### src/rtl/tv_player.sv
// tv_player: test-vector engine. A host loads packed {stim, expected} words
// into the vector memory. On start, each stimulus is driven to the device
// under test, the response is sampled SETTLE cycles later, and it is checked
// against the expected field.
// Optional feature macro: TV_STOP_ON_ERROR_EN. When it is defined, the first
// mismatch ends the run. The default build plays every requested vector.
//
// state   | meaning
// --------+--------------------------------------------------------------
// S_IDLE  | no run since reset; waiting for start
// S_APPLY | drive stim from mem[vec_idx] and load the settle counter
// S_WAIT  | settle; compare resp and advance on the last wait cycle
// S_DONE  | run finished; results and stim held until the next start
module tv_player #(
  parameter  int STIM_W = 4,
  parameter  int RESP_W = 1,
  parameter  int DEPTH  = 16,
  parameter  int SETTLE = 1,
  localparam int AW     = $clog2(DEPTH)
) (
  input  logic                     clk,
  input  logic                     reset,
  input  logic                     wr_en,
  input  logic [AW-1:0]            wr_addr,
  input  logic [STIM_W+RESP_W-1:0] wr_data,
  input  logic [AW:0]              num_vec,
  input  logic                     start,
  output logic [STIM_W-1:0]        stim,
  input  logic [RESP_W-1:0]        resp,
  output logic                     busy,
  output logic                     done,
  output logic                     pass,
  output logic [AW-1:0]            vec_idx,
  output logic [AW:0]              tests_count,
  output logic [15:0]              err_count,
  output logic [AW-1:0]            fail_idx
);

  localparam int          VW      = STIM_W + RESP_W;
  localparam int          CW      = $clog2(SETTLE + 1);
  localparam logic [AW:0] DEPTH_W = (AW+1)'(DEPTH);

`ifdef TV_STOP_ON_ERROR_EN
  localparam bit STOP_ON_ERR = 1'b1;
`else
  localparam bit STOP_ON_ERR = 1'b0;
`endif

  typedef enum logic [1:0] {
    S_IDLE  = 2'd0,
    S_APPLY = 2'd1,
    S_WAIT  = 2'd2,
    S_DONE  = 2'd3
  } state_t;

  state_t              state_q, state_d;
  logic [STIM_W-1:0]   stim_q, stim_d;
  logic [AW-1:0]       vec_idx_q, vec_idx_d;
  logic [AW:0]         tests_q, tests_d;
  logic [15:0]         err_q, err_d;
  logic [AW-1:0]       fail_idx_q, fail_idx_d;
  logic [AW:0]         num_q, num_d;
  logic [CW-1:0]       cnt_q, cnt_d;

  logic [VW-1:0]       mem_q [DEPTH];
  logic [VW-1:0]       mem_rd;
  logic [AW:0]         num_clamp;
  logic                mismatch;

  assign mem_rd    = mem_q[vec_idx_q];
  assign num_clamp = (num_vec > DEPTH_W) ? DEPTH_W : num_vec;

  // Vector memory: no reset so contents survive it; host writes are locked out during a run.
  always_ff @(posedge clk) begin
    if (wr_en && !busy && ({1'b0, wr_addr} < DEPTH_W)) begin
      mem_q[wr_addr] <= wr_data;
    end
  end

  // State and datapath registers.
  always_ff @(posedge clk or negedge reset) begin
    if (!reset) begin
      state_q    <= S_IDLE;
      stim_q     <= '0;
      vec_idx_q  <= '0;
      tests_q    <= '0;
      err_q      <= '0;
      fail_idx_q <= '0;
      num_q      <= '0;
      cnt_q      <= '0;
    end else begin
      state_q    <= state_d;
      stim_q     <= stim_d;
      vec_idx_q  <= vec_idx_d;
      tests_q    <= tests_d;
      err_q      <= err_d;
      fail_idx_q <= fail_idx_d;
      num_q      <= num_d;
      cnt_q      <= cnt_d;
    end
  end

  // Next-state and datapath update; start is only accepted from IDLE or DONE.
  always_comb begin
    state_d    = state_q;
    stim_d     = stim_q;
    vec_idx_d  = vec_idx_q;
    tests_d    = tests_q;
    err_d      = err_q;
    fail_idx_d = fail_idx_q;
    num_d      = num_q;
    cnt_d      = cnt_q;
    mismatch   = 1'b0;

    case (state_q)
      S_IDLE, S_DONE: begin
        if (start) begin
          num_d      = num_clamp;
          tests_d    = '0;
          err_d      = '0;
          fail_idx_d = '0;
          vec_idx_d  = '0;
          state_d    = (num_clamp == '0) ? S_DONE : S_APPLY;
        end
      end

      S_APPLY: begin
        stim_d  = mem_rd[VW-1:RESP_W];
        cnt_d   = CW'(SETTLE);
        state_d = S_WAIT;
      end

      S_WAIT: begin
        if (cnt_q == CW'(1)) begin
          // Case inequality so an X/Z response is reported as a failure.
          mismatch = (resp !== mem_rd[RESP_W-1:0]);
          tests_d  = tests_q + (AW+1)'(1);
          if (mismatch) begin
            if (err_q != 16'hFFFF) begin
              err_d = err_q + 16'd1;
            end
            if (err_q == 16'd0) begin
              fail_idx_d = vec_idx_q;
            end
          end
          if ((tests_d == num_q) || (STOP_ON_ERR && mismatch)) begin
            state_d = S_DONE;
          end else begin
            vec_idx_d = vec_idx_q + AW'(1);
            state_d   = S_APPLY;
          end
        end else begin
          cnt_d = cnt_q - CW'(1);
        end
      end

      default: state_d = S_IDLE;
    endcase
  end

  // Status outputs decoded from the current state.
  always_comb begin
    busy = (state_q == S_APPLY) || (state_q == S_WAIT);
    done = (state_q == S_DONE);
    pass = (state_q == S_DONE) && (err_q == 16'd0);
  end

  assign stim        = stim_q;
  assign vec_idx     = vec_idx_q;
  assign tests_count = tests_q;
  assign err_count   = err_q;
  assign fail_idx    = fail_idx_q;

endmodule
### config.mk
export PLATFORM = sky130hd
export DESIGN_NAME = tv_player
export DESIGN_NICKNAME = d
export VERILOG_FILES = /design/src/rtl/tv_player.sv
export SDC_FILE = /design/constraint.sdc
export NUM_CORES = 1
export LEC_CHECK = 0
export CORE_ASPECT_RATIO = 0.9
export CORE_MARGIN = 2
export CORE_UTILIZATION = 45
export DETAILED_ROUTE_END_ITERATION = 12
export GPL_TIMING_DRIVEN = 0
export PLACE_DENSITY = 0.72
export SYNTH_ARGS = -nofsm -noshare
export SYNTH_HDL_FRONTEND = slang
export SYNTH_SLANG_ARGS = --single-unit
### constraint.sdc
create_clock -name clk -period 3.5 [get_ports clk]
set_clock_uncertainty 0.2 [all_clocks]
set_input_delay 0.525 -clock clk [delete_from_list [all_inputs] [get_ports clk]]
set_output_delay 0.525 -clock clk [all_outputs]
set_load 0.02 [all_outputs]
# --- Yosys cells after proc, flatten, opt, wreduce, memory -nomap -nowiden ---
# Memory sizes are Yosys's and may differ from the RTL's.
# Cells that the tools add are included.
word_totals:
  mem_count: 1
  input_bits: 19
  reg_bits: 41
  mem_bits_rw: 80
op_classes:
  addsub: 4
  n_lt_le_gt_ge: 1
  n_reduce_logical: 16
  eq_ne: 12
  mux: 26
mem_list:
  columns: ["memory", "words", "width", "rd", "rd_clocked_by_memory_dff", "write_ports", "line_no", "source"]
  rows:
  - ["mem_q", 16, 5, 1, 0, 1, "65", "logic [VW-1:0] mem_q [DEPTH];"]
op_table:
  columns: ["op", "count"]
  rows:
  - ["2-to-1 mux 16 bit", 4]
  - ["case mux 16 bit (2 select lines)", 1]
  - ["2-to-1 mux 4 bit", 6]
  - ["adder 16 x 1 -> 16 bit (second input constant)", 1]
  - ["logical NOT 16 bit", 1]
  - ["inequality test 16 bit (second input constant)", 1]
  - ["case mux 4 bit (2 select lines)", 2]
  - ["2-to-1 mux 5 bit", 3]
  - ["inequality test 2 bit (second input constant)", 6]
  - ["case mux 5 bit (2 select lines)", 1]
  - ["AND reduction 5 bit", 2]
  - ["2-to-1 mux 2 bit", 4]
  - ["case mux 2 bit (3 select lines)", 1]
  - ["adder 5 x 1 -> 5 bit (second input constant)", 1]
  - ["== test 5 bit", 1]
  - ["> comparator 5 bit (second input constant)", 1]
  - ["logical NOT 5 bit", 1]
  - ["adder 4 x 1 -> 4 bit (second input constant)", 1]
  - ["== test 2 bit (second input constant)", 2]
  - ["AND reduction 2 bit", 2]
  - ["AND reduction 4 bit", 1]
  - ["nonzero test 2 bit", 2]
  - ["2-to-1 mux 1 bit", 3]
  - ["AND reduction 3 bit", 1]
  - ["other kinds (9)", 10]

# --- Depth between registers and ports, before layout ---
logic_depth:
  depth_word: 6
  depth_mapped: 11
  depth_no_buf: 8

# --- Worst setup path after synthesis ---
# OpenSTA, ideal clock, no wires.
synth_path:
  path_kind: "register to register"
  from: "reg state_q[0]"
  to: "reg err_q[14], in the netlist err_count[14]"
  t_arrival_ns: 2.450
  path_slack_ns: 0.770
  path_stages_with_launch: 11
  setup_ns: 0.079
  synth_period_minus_slack_ns: 2.730
  n_path_buf: 2
  path_cell_list: "dfrtp_1 -> inv_1 -> ha_1 -> buf_2 -> inv_1 -> o211ai_1 -> o21ba_2 -> o311ai_4 -> buf_6 -> nor4_1 -> mux2i_1"
synth_between:
  elab_chain_cells: 4
synth_lines:
  columns: ["item", "line_no", "source"]
  rows:
  - ["from (decl)", "56", "state_t state_q, state_d;"]
  - ["from (signal assigned)", "92", "state_q <= state_d;"]
  - ["== test 2 bit / logical NOT 2 bit (equally long branches)", "115", "case (state_q)"]
  - ["OR reduction 2 bit", "115", null]
  - ["inequality test 2 bit (no source line) / nonzero test 2 bit (equally long branches)", null, null]
  - ["AND reduction 5 bit (no source line)", null, null]
  - ["to (signal assigned)", "96", "err_q <= err_d;"]
  - ["to (decl)", "60", "logic [15:0] err_q, err_d;"]
# Several ways; a longest one is shown, not always the timed one.
# A chain may end at the register's enable or synchronous reset.

# --- Final worst setup path ---
layout_path:
  from: "reg state_q[0]"
  to: "reg err_q[10], in the netlist err_count[10]"
# Same word-level chain as after synthesis.

==> results.yml <==
status:
  status: "finished clean"
power:
  p_leak_nw: 2.428
  vdd_drop_max_uv: 384.2
  power_density_nw_per_um2: 519.0
finish:
  multi_input_area_um2: 1952
  seq_area_um2: 3428
  final_cells: 663
  diodes: 0
  fin_nets: 518
  syn_to_final_growth_pct: 23.20
  nFillCells: 1010
  drive_gt1_share_pct: 12.33
die:
  die_h_um: 109
  fp.dieArea_um2: 13150
  rows: 38
  start_util_pct: 46.01
  die_w_um: 120.7
  core_um2: 11980
  ios: 55
critical_path:
  endpoint_kind: "flip-flop"
  rr_endpoint: "err_count[10]$_DFFE_PN0P_"
  path_class: "flip-flop to flip-flop"
  ff2ff_path_depth: 9
  crit_fanout: 10
  required_ns: 3.64
  r2r_setup_slack_ns: 0.24
  cp-start-kind: "flip-flop"
  cp.arrival_ns: 3.40
  r2r_start: "state_q[0]$_DFFE_PN0P_"
sta:
  timing.fmax_ghz: 0.3068
  relSlewSlack_pct: 24.16
  finalSetupTns_ns: 0
  hold_viol_final: 0
  setup_viol: 0
  slew_violations: 0
  post-route-period-util_pct: 93.14
  period_needed_ns: 3.260
  tightest_slew_ns: 1.127
  rsz0062_at_grt: "false"
logic_synthesis:
  synth_edf_count: 80
  syn_area_um2: 5513
  synth_seq_cells: 121
  synth_cell_type_count: 52
  postSynthNetCount: 443
  yosys_warnings: 0
  synthCells: 416
  synth.avg_cell_area_um2: 13.25
  async_flop_share_pct: 33.88
  seq_area_frac_synth_pct: 62.19
  ys.flop_type: "edfxtp_1"
min_path:
  holdPathEnd: "cnt_q$_DFFE_PN0P_"
  worst_hold_path.num_cells: 1
  min_from: "cnt_q$_DFFE_PN0P_"
  hold_class: "flip-flop to flip-flop"
place:
  dp_cells: 631
  post-dp-hpwl_um: 8835
  gp_congestion: 0.8501
  port_buffers: 54
clock_network:
  clockRootBuffer: "clkbuf_16"
  post_cts_buffers: 0
  cts_buffer_depth: 2
  insertion_delay_ns: 0.41
  clkTransAtPathRegs_ns: 0.06
  cts_hold_buffers: 1
  cts_tree: "yes"
  clock-sinks: 121
  cts_buffers: 17
  post_cts_resized: 0
  htreeDepth: 4
detailed_routing:
  vias: 3859
  drtPass1Iterations: 5
  via_per_inst: 5.821
  wl_per_cell_um: 18.95
  wl_um: 12570
  drc: 0
  ant_nets: 0
  first_iter_violations: 459
global_routing:
  grt_pass1_vias: 3706
  antenna_found_initial: 0
  grt-ovfl-total: 0
  grt_max_degree: 31
  grt_util_all_layers_pct: 20.35
  grt_pass1_wl_um: 19900
job:
  drv_cap: 0
## kinds of logic (layout without fill, tap and decap cells)
kind of cell             count (synthesis)  in the layout  share of synthesized area (%)
adder cells (fa/ha/maj)                  8              8                          1.816
flip-flops                             121            121                          62.19
XOR/XNOR                                 7              7                          1.611
buffers and inverters                   28            115                          2.406
AO/OA/AOI/OAI                           71             71                          8.942
AND/OR/NAND/NOR                        146            146                          13.53
multiplexers                            35             35                          9.510
## worst max path at each step
| stage | from | end | slack (ns) | cells after the start |
|---|---|---|---|---|
| final | state_q[0]$_DFFE_PN0P_ | err_count[10]$_DFFE_PN0P_ | 0.24 | 9 |
| after global routing | state_q[0]$_DFFE_PN0P_ | err_count[2]$_DFFE_PN0P_ | 0.04 | 9 |
| after CTS | state_q[0]$_DFFE_PN0P_ | err_count[10]$_DFFE_PN0P_ | 0.27 | 9 |
| after floorplan | state_q[0]$_DFFE_PN0P_ | err_count[14]$_DFFE_PN0P_ | 0.77 | 10 |
| after detailed placement | state_q[0]$_DFFE_PN0P_ | err_count[10]$_DFFE_PN0P_ | 0.29 | 9 |
| after global placement | state_q[0]$_DFFE_PN0P_ | err_count[10]$_DFFE_PN0P_ | 0.32 | 9 |
## cell usage in the layout, fill, tap and decap left out, drive strengths merged, types with 3 or more instances in the layout
cell / Yosys / final
edfxtp: 80 / 80
clkdlybuf4s50: 0 / 53
nand2: 41 / 41
dfrtp: 41 / 41
nor2: 26 / 26
clkbuf: 7 / 25
o21ai: 22 / 22
mux2i: 16 / 16
nand3: 15 / 15
inv: 14 / 14
a21oi: 13 / 13
mux4: 13 / 13
or3: 10 / 10
nand2b: 9 / 9
buf: 7 / 9
and3: 8 / 8
or4: 8 / 8
ha: 8 / 8
clkinv: 0 / 8
nand4: 7 / 7
o221ai: 6 / 6
o211ai: 6 / 6
mux2: 6 / 6
nor3: 5 / 5
nor4: 5 / 5
xnor2: 5 / 5
clkinvlp: 0 / 5
o22ai: 4 / 4
nor2b: 3 / 3
o31ai: 3 / 3
## cell usage after synthesis, types with 3 or more instances
master	n	area, um^2
buf_2	4	20.02
nand2b_1	9	56.30
nand3_1	15	75.07
edfxtp_1	80	2402
nor3_1	5	25.02
o221ai_1	6	52.55
xnor2_1	5	43.79
o21ai_1	3	15.01
mux2i_1	16	160.2
or3_1	10	62.56
nor2_1	26	97.59
o21ai_0	19	95.09
dfrtp_1	41	1026
o211ai_1	6	45.04
mux4_2	12	270.3
or4_1	8	60.06
o31ai_1	3	22.52
nor2b_1	3	18.77
inv_1	14	52.55
nand2_1	41	153.9
nand4_1	7	43.79
a21oi_1	13	65.06
mux2_2	5	56.30
o22ai_1	3	18.77
and3_1	8	50.05
nor4_1	5	31.28
ha_1	8	100.1
clkbuf_1	7	26.28
buf_6	3	33.78
## layout make-up
type                       count  share of cell area, %
multi-input combinational    267                  28.74
sequential                   121                  50.48
buffer                        14                  1.179
clock inverter                13                  1.234
clock buffer                  18                  6.319
timing repair buffer          56                  8.327
tap                          160                  2.948
inverter                      14                 0.7738
## routing by layer
layer  vias up  wire length (um)  global-route usage (%)
met3        17               781                   5.701
li1       1753                 -                       -
met5         -                 0                       0
met1      1928              5397                   26.76
met4         0               194                   6.811
met2       161              6191                   32.89
## through the flow
stage | area, um^2 | total power [mW] | setup WS [ns] | hold WS, ns | utilization [%]
global placement | 6254 | 2.034 | 0.3228 | 0.2407 | 52.19
finish | 6792 | 3.525 | 0.2403 | 0.2610 | 56.68
detailed placement | 6269 | 2.052 | 0.2856 | 0.2284 | 52.32
floorplan | 5513 | 1.844 | 0.7705 | 0.02941 | -
global route | 6792 | 3.660 | 0.03695 | 0.2851 | 56.68
CTS | 6792 | 3.552 | 0.2670 | 0.2624 | 56.68
## state kept, by name, summed over array words and instances (netlist names)
signal	flops
cnt_q	1
num_q	5
vec_idx	4
fail_idx	4
mem_q	80
tests_count	5
stim	4
err_count	16
state_q	2
## where the power goes
part	internal, mW	switching, mW	total, mW
registers	1.58	0.0789	1.66
clock network	0.888	0.609	1.50
logic	0.172	0.195	0.368
## critical path: stages (launching register included)
cell and delay, ns:
dfrtp_1 0.43, inv_1 0.07, ha_1 0.27, buf_2 0.21, inv_1 0.13, o211ai_1 0.72
nor2_1 0.24, clkbuf_1 0.29, or4_1 0.54, o21ai_0 0.08
No activity file was read; power rests on OpenSTA's default activity.
